### src/rtl/cpu_prefetch.sv
// cpu_prefetch: decoupled instruction prefetcher. It keeps a DEPTH-entry queue of
// (pc, instruction) pairs ahead of decode and fetches sequentially over a
// request/ready bus. A jump flushes the queue and redirects fetching. If a read
// is in flight when the jump arrives, that read is completed and its data dropped.
//
// Parameters: DEPTH (power of two, 2..32), RESET_VECTOR (first fetch address).
// Ports:
//   i_clock, i_reset (async, active-low)
//   bus:    o_request, o_address, i_ready, i_data
//   decode: o_valid, o_instruction, o_pc, i_consume, o_level
//   redirect: i_jump, i_jump_address
// Build option: define CPU_PREFETCH_BYPASS_EN to forward returning bus data to the
// head outputs combinationally when the queue is empty.
module cpu_prefetch #(
  parameter int unsigned DEPTH        = 4,
  parameter logic [31:0] RESET_VECTOR = 32'h0000_0000
) (
  input  logic                     i_clock,
  input  logic                     i_reset,
  output logic                     o_request,
  output logic [31:0]              o_address,
  input  logic                     i_ready,
  input  logic [31:0]              i_data,
  output logic                     o_valid,
  output logic [31:0]              o_instruction,
  output logic [31:0]              o_pc,
  input  logic                     i_consume,
  input  logic                     i_jump,
  input  logic [31:0]              i_jump_address,
  output logic [$clog2(DEPTH):0]   o_level
);

  localparam int unsigned PTR_W = $clog2(DEPTH);
  localparam int unsigned LVL_W = PTR_W + 1;

  typedef enum logic [1:0] {S_IDLE, S_REQUEST, S_DISCARD} state_t;

  state_t             state_q, state_d;
  logic [31:0]        fetch_pc_q;
  logic [PTR_W-1:0]   wr_ptr_q, rd_ptr_q;
  logic [LVL_W-1:0]   level_q;
  logic [31:0]        pc_mem    [DEPTH];
  logic [31:0]        instr_mem [DEPTH];

  logic issue_c, fill_c, push_c, pop_c;

  // A completed read that is not cancelled by a same-cycle jump
  assign fill_c = (state_q == S_REQUEST) && i_ready && !i_jump;
  assign pop_c  = i_consume && (level_q != '0);

`ifdef CPU_PREFETCH_BYPASS_EN
  logic bypass_c;
  // Empty queue: the returning word is presented directly. If it is consumed in
  // the same cycle, it is never written into the queue.
  assign bypass_c = fill_c && (level_q == '0);
  assign push_c   = fill_c && !(bypass_c && i_consume);

  always_comb begin
    o_valid       = (level_q != '0) || bypass_c;
    o_instruction = bypass_c ? i_data     : instr_mem[rd_ptr_q];
    o_pc          = bypass_c ? fetch_pc_q : pc_mem[rd_ptr_q];
  end
`else
  assign push_c = fill_c;

  always_comb begin
    o_valid       = (level_q != '0);
    o_instruction = instr_mem[rd_ptr_q];
    o_pc          = pc_mem[rd_ptr_q];
  end
`endif

  assign o_level = level_q;

  // Next-state logic: issue a new read only from IDLE with room in the queue
  always_comb begin
    state_d = state_q;
    issue_c = 1'b0;
    case (state_q)
      S_IDLE: begin
        if (!i_jump && (level_q < LVL_W'(DEPTH))) begin
          issue_c = 1'b1;
          state_d = S_REQUEST;
        end
      end
      S_REQUEST: begin
        // A ready in the jump cycle still retires the transaction; its data is dropped
        if (i_ready)     state_d = S_IDLE;
        else if (i_jump) state_d = S_DISCARD;
      end
      S_DISCARD: begin
        if (i_ready) state_d = S_IDLE;
      end
      default: state_d = S_IDLE;
    endcase
  end

  // State register and bus outputs. o_request drops for at least one cycle
  // between transactions because every transaction returns through IDLE.
  always_ff @(posedge i_clock or negedge i_reset) begin
    if (!i_reset) begin
      state_q   <= S_IDLE;
      o_request <= 1'b0;
      o_address <= RESET_VECTOR;
    end else begin
      state_q   <= state_d;
      o_request <= (state_d != S_IDLE);
      if (issue_c) o_address <= fetch_pc_q;
    end
  end

  // Fetch pointer: redirected by a jump, otherwise advances on each completed read
  always_ff @(posedge i_clock or negedge i_reset) begin
    if (!i_reset) begin
      fetch_pc_q <= RESET_VECTOR;
    end else if (i_jump) begin
      fetch_pc_q <= i_jump_address & 32'hFFFF_FFFC;
    end else if (fill_c) begin
      fetch_pc_q <= fetch_pc_q + 32'd4;
    end
  end

  // Queue storage and occupancy. A jump overrides both push and pop.
  always_ff @(posedge i_clock or negedge i_reset) begin
    if (!i_reset) begin
      wr_ptr_q <= '0;
      rd_ptr_q <= '0;
      level_q  <= '0;
      for (int unsigned i = 0; i < DEPTH; i++) begin
        pc_mem[i]    <= '0;
        instr_mem[i] <= '0;
      end
    end else if (i_jump) begin
      wr_ptr_q <= '0;
      rd_ptr_q <= '0;
      level_q  <= '0;
    end else begin
      if (push_c) begin
        pc_mem[wr_ptr_q]    <= fetch_pc_q;
        instr_mem[wr_ptr_q] <= i_data;
        wr_ptr_q            <= wr_ptr_q + PTR_W'(1);
      end
      if (pop_c) rd_ptr_q <= rd_ptr_q + PTR_W'(1);
      level_q <= level_q + LVL_W'(push_c) - LVL_W'(pop_c);
    end
  end

endmodule

### config.mk
export PLATFORM = sky130hd
export DESIGN_NAME = cpu_prefetch
export DESIGN_NICKNAME = d
export VERILOG_FILES = /design/src/rtl/cpu_prefetch.sv
export SDC_FILE = /design/constraint.sdc
export NUM_CORES = 1
export LEC_CHECK = 0
export ABC_AREA = 1
export CAP_MARGIN = 20
export CORE_UTILIZATION = 25
export CTS_BUF_LIST = sky130_fd_sc_hd__clkbuf_4 sky130_fd_sc_hd__clkbuf_8 sky130_fd_sc_hd__clkbuf_16
export DETAILED_ROUTE_END_ITERATION = 16
export PLACE_DENSITY_LB_ADDON = 0.15
export SYNTH_ARGS = -nofsm -noshare
export SYNTH_HDL_FRONTEND = slang
export SYNTH_SLANG_ARGS = --single-unit
### constraint.sdc
create_clock -name i_clock -period 2.1 [get_ports i_clock]
set_input_delay 0.21 -clock i_clock [delete_from_list [all_inputs] [get_ports i_clock]]
set_output_delay 0.21 -clock i_clock [all_outputs]
set_load 0.01 [all_outputs]
==> metrics, run 1 <==
maximum VDD drop=465 µV; violated checks=negative setup slack; number of global-route vias before repair=12400; Hold Path Class=input pin to async pin; number of DRC markers in iteration 0=747; peak clock frequency supported by timing=0.452 GHz; post-synthesis register bit count=318; startpoint types=register; leakage power of the design=8.95 nW; netlist area before placement=14400 µm²; depth of the most critical reg-to-reg path=11; Max Transition Viols Final=0; minimum clock period after layout=2210 ps; area of the core=56700 µm²; areal power density over the cells=1300 nW/µm²; worst setup path category=register to primary output; GPL Wtd Cong=0.829; Layout area overhead=35.1%; routed vias=12200; post-synthesis sequential area ratio=55.2%; skew final=21.5 ps; setup repair after global routing missed its margin=yes; outcome=finished, violations left; std cell rows=87; longest individual stage delay on the worst path=540 ps; I/O pin total=170; largest net degree at the start of global routing=65; dominant cells by area after synthesis=dfrtp_1 55%, nand2_1 11%, o21ai_1 8.1%, o21ai_0 6.3%, nor2_1 4.9%; part of the cycle the worst path needs=105%; post-detailed-routing wire length=48400 µm; average routed wire per standard cell=18.1 µm; gate count of the mapped netlist=1697; number of filler instances in the final layout=5879; Syn Area/Cell=8.49 µm²; Root Buffer Master=clkbuf_16; number of warnings issued by yosys=0; final net count=1974; slew at the pin closest to its max-slew limit=637 ps; Antenna Violating Nets Remaining=0; cts bufs inserted=39; effective utilization at floorplan=25.4%; Pre-Repair DR Iteration Count=5; fraction of synthesized cell area taken by the top area cell type=55.2%; H-tree depth=2; utilization after layout=34.3%; placed wire-length estimate=29400 µm; post-detailed-route DRC marker count=0; Clock Tree Buf Depth=3; Synth cell types=33; number of max-cap violations=0; Crit path max-delay family=buffers and inverters; clock tree sinks=318; critical path required time=1890 ps; total track usage=16.6%; most frequent cells in the layout=411 x nand2_1, 316 x dfrtp_1, 290 x o21ai_1; TritonCTS clock tree=built; insertion delay to the later sink of the worst-skew pair=550 ps; total global routing overflow=0; tightest hold margin=234 ps; Final Hold Violating Endpoints=0; cell count after placement=2579; number of port buffers=163; maximum fanout along the worst path=6; antenna violations before repair=0; Yosys top cell by area=dfrtp_1; worst slew slack as a fraction of its limit=57.5%; layout cell share with drive strength beyond 1=18.2%; final std cells w/o fill=2678; CP dominant cell by count=buf_8; setup slack after layout=-115 ps; Crit path depth=7; chain of cells forming the critical path=buf_12 > buf_8 > buf_16 > buf_8 > o21ai_4 > o22ai_2 > buf_2; CP arrival=2000 ps; clock transition at the registers of the reported paths=60 ps; buffer and inverter count on the worst path=5; first-pass GRT wire length=75500 µm; endpoint class of the critical path=primary output; width of the die=242 µm; most common cell after layout, fill and taps aside=nand2_1; number of antenna diodes=0; cell with the biggest individual delay on the critical path=dfrtp_4; average vias per placed instance=4.57; area of the die=58600 µm²; chip height=242 µm; Final setup violation count=36
==> sequential cells by signal, summed over array words and instances (netlist names) <==
name	cells
instr_mem	128
pc_mem	120
fetch_pc_q	30
o_address	30
o_level	3
rd_ptr_q	2
state_q	2
wr_ptr_q	2
o_request	1
==> kinds of logic (layout without fill, tap and decap cells) <==
group / after synthesis / after routing / synth area share (%)
xor+xnor: 7 / 7 / 0.425
other cells: 1 / 4 / 0.0260
compound gates: 502 / 502 / 18.3
flops: 318 / 318 / 55.2
simple gates: 658 / 658 / 18.0
buf+inv: 203 / 425 / 7.19
fa+ha+maj: 8 / 8 / 0.747
==> synthesized netlist by cell type <==
cell type / instances
a21boi_0: 1
a21oi_1: 7
a31oi_1: 3
and2_1: 1
buf_1: 3
buf_2: 27
buf_4: 6
buf_6: 29
clkbuf_1: 46
clkinv_1: 1
conb_1: 1
dfrtp_1: 318
fa_1: 1
ha_1: 7
inv_1: 91
nand2_1: 412
nand2_2: 1
nand2_4: 4
nand3_1: 43
nand4_1: 2
nor2_1: 187
nor2_2: 3
nor2_4: 1
nor2_8: 1
nor3_1: 2
o211ai_1: 4
o21ai_0: 182
o21ai_1: 232
o21ai_2: 8
o21bai_1: 3
o22ai_1: 62
or2_2: 1
xor2_1: 7
==> repair_timing <==
item                                   CTS  global route
pin swaps                               55            15
buffers inserted                        18             3
endpoints found under the hold margin   55             0
gates resized for setup                470            40
cloned                                  15             1
hold buffers                             1             0
setup endpoints to repair               63            63
==> per-stage QoR <==
step / area (µm²) / setup slack, ps / setup TNS [ps] / power, mW
after floorplan: 14400 / 2.31 / 0 / 12.6
after global placement: 17200 / -168 / -241 / 17.2
after detailed placement: 17200 / -188 / -973 / 17.3
after CTS: 19300 / -152 / -4910 / 25.5
after global routing: 19500 / -195 / -6270 / 26.9
final: 19500 / -115 / -1490 / 25.2
==> cell type report <==
cell class | count | area (µm²) | area share, %
well taps | 756 | 946 | 4.86
multi-input cells | 1179 | 5960 | 30.6
clock buffers | 56 | 1180 | 6.04
clock inverters | 10 | 104 | 0.533
inverters | 92 | 358 | 1.84
repair buffers | 267 | 2960 | 15.2
flip-flops and latches | 318 | 7960 | 40.9
==> worst paths after layout <==
path	slack (ps)	endpoint	start
max	-110	o_instruction[26]	rd_ptr_q[0]
min	230	instr_mem[8]	i_reset
max reg2reg	110	o_level[2]	state_q[1]
min reg2reg	480	instr_mem[32]	instr_mem[32]
max in group asynchronous	1110	instr_mem[107]	i_reset
min in group i_clock	250	fetch_pc_q[10]	i_jump_address[10]
==> power by group <==
| part | total, mW | internal, mW | leakage (nW) | switching, mW |
|---|---|---|---|---|
| logic | 9.79 | 4.50 | 4.09 | 5.29 |
| registers | 8.64 | 7.63 | 4.21 | 1.01 |
| clock network | 6.80 | 4.12 | 0.650 | 2.67 |
| total | 25.2 | 16.3 | 8.95 | 8.97 |
==> metal layers <==
layer  global-route usage, %  wire length [µm]
met5                       0                 0
met4                    5.10              1130
met3                    2.71              2050
met2                    27.5             23100
met1                    22.1             22100
(Power assumes the default switching activity.)
==> run 2: changes to the inputs <==
- ABC_AREA: 1 -> not set
==> metrics, run 2 <==
most instantiated cells after synthesis=318 x dfrtp_1, 279 x mux2_2, 62 x mux4_2; setup repair after global routing missed its margin=yes; Clock Tree Buf Depth=3; number of antenna diodes=0; netlist area before placement=14100 µm²; GPL Wtd Cong=0.743; outcome=finished, violations left; H-tree depth=2; worst slew slack as a fraction of its limit=60.9%; placed wire-length estimate=25400 µm; overall power after layout=24.2 mW; TritonCTS clock tree=built; number of max-cap violations=0; average vias per placed instance=4.50; first-pass GRT wire length=61600 µm; dominant register cell in the synthesized netlist=dfrtp_1; cts bufs inserted=41; gate count of the mapped netlist=947; count of flip-flops with a built-in enable after synthesis=0; antenna violations before repair=0; Syn Area/Cell=14.9 µm²; average routed wire per standard cell=20.2 µm; fraction of synthesized cell area taken by the top area cell type=56.3%; skew final=26.0 ps; minimum clock period after layout=2300 ps; post-detailed-route DRC marker count=0; number of filler instances in the final layout=5419; std cell rows=86; area of the die=57400 µm²; number of global-route vias before repair=9627; total global routing overflow=0; Hold Path Class=input pin to async pin; total track usage=14.3%; leakage power of the design=8.46 nW; most common cell after layout, fill and taps aside=dfrtp_1; utilization after layout=34.3%; width of the die=240 µm; endpoint class of the critical path=primary output; Antenna Violating Nets Remaining=0; maximum fanout along the worst path=8; areal power density over the cells=1270 nW/µm²; global-route layer with the greatest usage=met2; routed vias=8781; effective utilization at floorplan=25.5%; most frequent cells in the layout=315 x dfrtp_1, 279 x mux2_2, 99 x clkdlybuf4s50_1; Layout area overhead=34.8%; post-synthesis sequential area ratio=56.3%; register ranked first by flip-flop count=instr_mem; Synth cell types=44; peak clock frequency supported by timing=0.434 GHz; library cell with the highest instance count after synthesis=dfrtp_1; maximum VDD drop=574 µV; met1 Use GR=19.9%; post-detailed-routing wire length=39500 µm; number of DRC markers in iteration 0=425; clock tree sinks=318; Yosys top cell by area=dfrtp_1; Final setup violation count=62; setup tns final=-8340 ps; number of flip-flops under the largest register name=128; Max Transition Viols Final=0; post-synthesis register bit count=318; number of port buffers=163; layout cell share with drive strength beyond 1=49.1%; insertion delay to the later sink of the worst-skew pair=560 ps; worst setup path category=register to primary output; final net count=1255; violated checks=negative setup slack; Root Buffer Master=clkbuf_16; slew at the pin closest to its max-slew limit=572 ps; CP arrival=2090 ps; critical path required time=1890 ps; chip height=240 µm; met3 track demand over resource in global routing=2.64%; I/O pin total=170; part of the cycle the worst path needs=110%; area of the core=55400 µm²; Final Hold Violating Endpoints=0; setup slack after layout=-204 ps; fraction of registers with async set or reset after synthesis=100%; met2 Use GR=22.6%; clock transition at the registers of the reported paths=50 ps; Largest regs=instr_mem (128), pc_mem (120); pre-CTS setup slack=-250 ps; number of warnings issued by yosys=0; Pre-Repair DR Iteration Count=5; startpoint types=register; largest net degree at the start of global routing=60; dominant cells by area after synthesis=dfrtp_1 56%, mux2_2 22%, mux4_2 9.9%, clkbuf_1 1.6%, or4_1 0.74%
==> run 2: metrics by stage <==
stage / hold slack (ps) / instance area, µm² / cells
after detailed placement: 206 / 17300 / 1862
after global routing: 220 / 19000 / 1952
final: 206 / 19000 / 1952
after CTS: 196 / 19000 / 1951
after global placement: 198 / 17300 / 1862
after floorplan: -85.6 / 14100 / 950
==> run 2: final cells by class <==
class                   count  area (µm²)  area share [%]
flip-flops and latches    318        7970            41.9
clock buffers              62        1260            6.61
repair buffers            269        2990            15.7
clock inverters             7        45.0           0.237
multi-input cells         538        5810            30.5
well taps                 748         936            4.92
inverters                  10        37.5           0.197
==> run 2: per-layer routing <==
layer | up-vias | routed length (µm)
met5 | - | 0
met4 | 0 | 822
met3 | 50 | 1780
met2 | 193 | 18200
met1 | 4585 | 18700
li1 | 3953 | -
==> run 2: cell families (layout without fill, tap and decap cells) <==
group	count (synthesis)	in the layout	synth area share [%]
flops	318	318	56.3
other cells	1	4	0.0266
buf+inv	94	348	2.94
mux	343	343	32.3
simple gates	117	117	4.47
compound gates	51	51	2.24
xor+xnor	15	15	0.930
fa+ha+maj	8	8	0.762
==> run 2: path summary, 6_finish.rpt <==
check                      slack, ps  cells past startpoint                 to               start
setup / recovery                -200                      5  o_instruction[21]         rd_ptr_q[0]
hold / removal                   210                      2      instr_mem[58]             i_reset
setup reg to reg                 100                      9         o_level[1]          state_q[1]
hold reg to reg                  500                      1      instr_mem[17]       instr_mem[17]
max in group asynchronous       1190                      3     instr_mem[126]             i_reset
min in group i_clock             230                      3     fetch_pc_q[10]  i_jump_address[10]
==> run 2: report_power, final <==
part | leakage, nW | internal (mW) | total, mW | switching [mW]
logic | 3.71 | 5.41 | 8.87 | 3.46
clock network | 0.658 | 4.11 | 6.81 | 2.70
registers | 4.10 | 7.75 | 8.57 | 0.813
==> run 2: worst max-delay path: stages (launching register included) <==
cell	delay (ps)
dfrtp_4	490
buf_12	170
buf_16	150
buf_12	130
mux4_2	460
buf_6	150
==> run 2: what timing repair did <==
| item | in CTS | in global routing |
|---|---|---|
| pin swaps | 0 | 5 |
| endpoints found under the hold margin | 40 | 0 |
| gates resized for setup | 291 | 14 |
| gates cloned | 8 | 1 |
| setup buffers | 11 | 4 |
| hold buffers | 1 | 0 |
| setup endpoints to repair | 63 | 69 |
==> run 3: changes to the inputs <==
- CORE_ASPECT_RATIO: not set -> 0.5
- CTS_CLUSTER_SIZE: not set -> 14
==> metrics, run 3 (synthesis results as in run 2) <==
area of the die=57500 µm²; area of the core=55600 µm²; worst setup path category=register to primary output; buffer and inverter count on the worst path=4; Placed Area=17400 µm²; Final Hold Violating Endpoints=0; maximum VDD drop=469 µV; final net count=1246; cell with the biggest individual delay on the critical path=dfrtp_4; Clock Tree Buf Depth=3; utilization after layout=34.1%; first-pass GRT wire length=59300 µm; longest individual stage delay on the worst path=500 ps; endpoint class of the critical path=primary output; antenna violations before repair=1; TritonCTS clock tree=built; skew final=20.0 ps; launch point of the worst reg-to-reg path=state_q[1]; Final setup violation count=62; number of global-route vias before repair=9843; startpoint types=register; Largest regs=instr_mem (128), pc_mem (120); register ranked first by flip-flop count=instr_mem; I/O pin total=170; most common cell after layout, fill and taps aside=dfrtp_1; register area=7970 µm²; routed vias=8827; outcome=finished, violations left; areal power density over the cells=1280 nW/µm²; Hold Path Class=input pin to register; average routed wire per standard cell=19.6 µm; clock transition at the registers of the reported paths=60 ps; cell count after placement=1872; number of DRC markers in iteration 0=319; cts bufs inserted=36; number of flip-flops under the largest register name=128; slew at the pin closest to its max-slew limit=504 ps; post-detailed-routing wire length=38300 µm; chip height=170 µm; std cell rows=61; insertion delay to the later sink of the worst-skew pair=530 ps; worst slew slack as a fraction of its limit=66.4%; effective utilization at floorplan=25.4%; total track usage=13.4%; Antenna Violating Nets Remaining=0; Worst R2R End=fetch_pc_q[13]; most frequent cells in the layout=316 x dfrtp_1, 279 x mux2_2, 98 x clkdlybuf4s50_1; average vias per placed instance=4.52; number of filler instances in the final layout=5401; Min-Delay Endpoint=wr_ptr_q[1]; total global routing overflow=0; Pre-Repair DR Iteration Count=4; Crit path max-delay family=buffers and inverters; depth of the most critical reg-to-reg path=6; H-tree depth=2; chain of cells forming the critical path=buf_12 > buf_12 > buf_12 > mux4_2 > buf_6; layout cell share with drive strength beyond 1=48.8%; setup slack after layout=-173 ps; worst hold stages=3; Final Instance Area=19000 µm²; leakage power of the design=8.42 nW; worst-case register-to-register setup slack=100 ps; critical path required time=1890 ps; peak clock frequency supported by timing=0.440 GHz; number of port buffers=163; setup repair after global routing missed its margin=yes; final std cells w/o fill=1953; maximum fanout along the worst path=7; part of the cycle the worst path needs=108%; CP dominant cell by count=buf_12; minimum clock period after layout=2270 ps; Layout area overhead=34.3%; number of max-cap violations=0; clock tree sinks=318; Root Buffer Master=clkbuf_16; post-detailed-route DRC marker count=0; violated checks=negative setup slack; placed wire-length estimate=26100 µm; total area of multi-input combinational cells=5800 µm²; Max Transition Viols Final=0; GPL Wtd Cong=0.742; width of the die=338 µm; largest net degree at the start of global routing=83; startpoint of the tightest hold check path=i_jump; CP arrival=2060 ps
## run 3: cell types whose count changed in the layout (fill, tap and decap cells not counted), moves of 6 or more
cell,change
buf_6,+16
buf_4,-8
clkbuf_8,-7
buf_12,+6
buf_16,-6
clkdlybuf4s15_2,-6
## run 3: metal layers
layer  track usage, %  part of all wire (%)  vias up
met5                0                     0        -
met4             3.79                   2.2        0
met3             2.33                   2.9       63
met2             24.2                    52       98
met1             16.4                    43     4730
li1                 -                     -     3936
## run 3: stage by stage
stage          total power [mW]  hold WS [ps]  setup slack (ps)  TNS, ps
3_3_place_gp               17.0           135              -227    -1820
5_1_grt                    25.5           126              -246    -9220
6_report                   24.2           113              -173    -4980
2_1_floorplan              12.7         -85.6              23.1        0
3_5_place_dp               17.2           137              -234    -1800
4_1_cts                    24.6          94.2              -227    -8010
## run 3: report_power, final
group          internal [mW]  switching, mW  leakage (nW)
sequential              7.75          0.825          4.10
combinational           5.48           3.40          3.70
clock                   4.13           2.63         0.628
total                   17.4           6.86          8.42
## run 3: tightest hold or removal path: stages
cell and delay [ps]:
buf_2 100, buf_4 230, nor2_1 70
## run 3: what timing repair did
| item | in CTS | in global routing |
|---|---|---|
| buffers inserted | 12 | 3 |
| setup endpoints to repair | 63 | 65 |
| resized for setup | 316 | 16 |
| hold buffers | 1 | 0 |
| endpoints found under the hold margin | 64 | 0 |
| pin swaps | 0 | 5 |
| gates cloned | 1 | 0 |
## run 3: area by class of cell
type	count	area share [%]
flip-flops and latches	318	42.0
clock buffers	49	5.52
repair buffers	265	15.5
clock inverters	16	1.16
inverters	10	0.198
diodes	1	0.0132
multi-input cells	538	30.6
well taps	756	4.99
## run 3: worst max-delay path by stage
stage / depth (start not counted) / end / slack, ps / startpoint
detailed placement: 6 / fetch_pc_q[29] / -230 / i_ready
global placement: 6 / fetch_pc_q[29] / -230 / i_ready
global route: 5 / o_instruction[6] / -250 / rd_ptr_q[0]
CTS: 5 / o_instruction[6] / -230 / rd_ptr_q[0]
floorplan: 11 / o_level[2] / 20 / state_q[1]
finish: 5 / o_instruction[12] / -170 / rd_ptr_q[0]
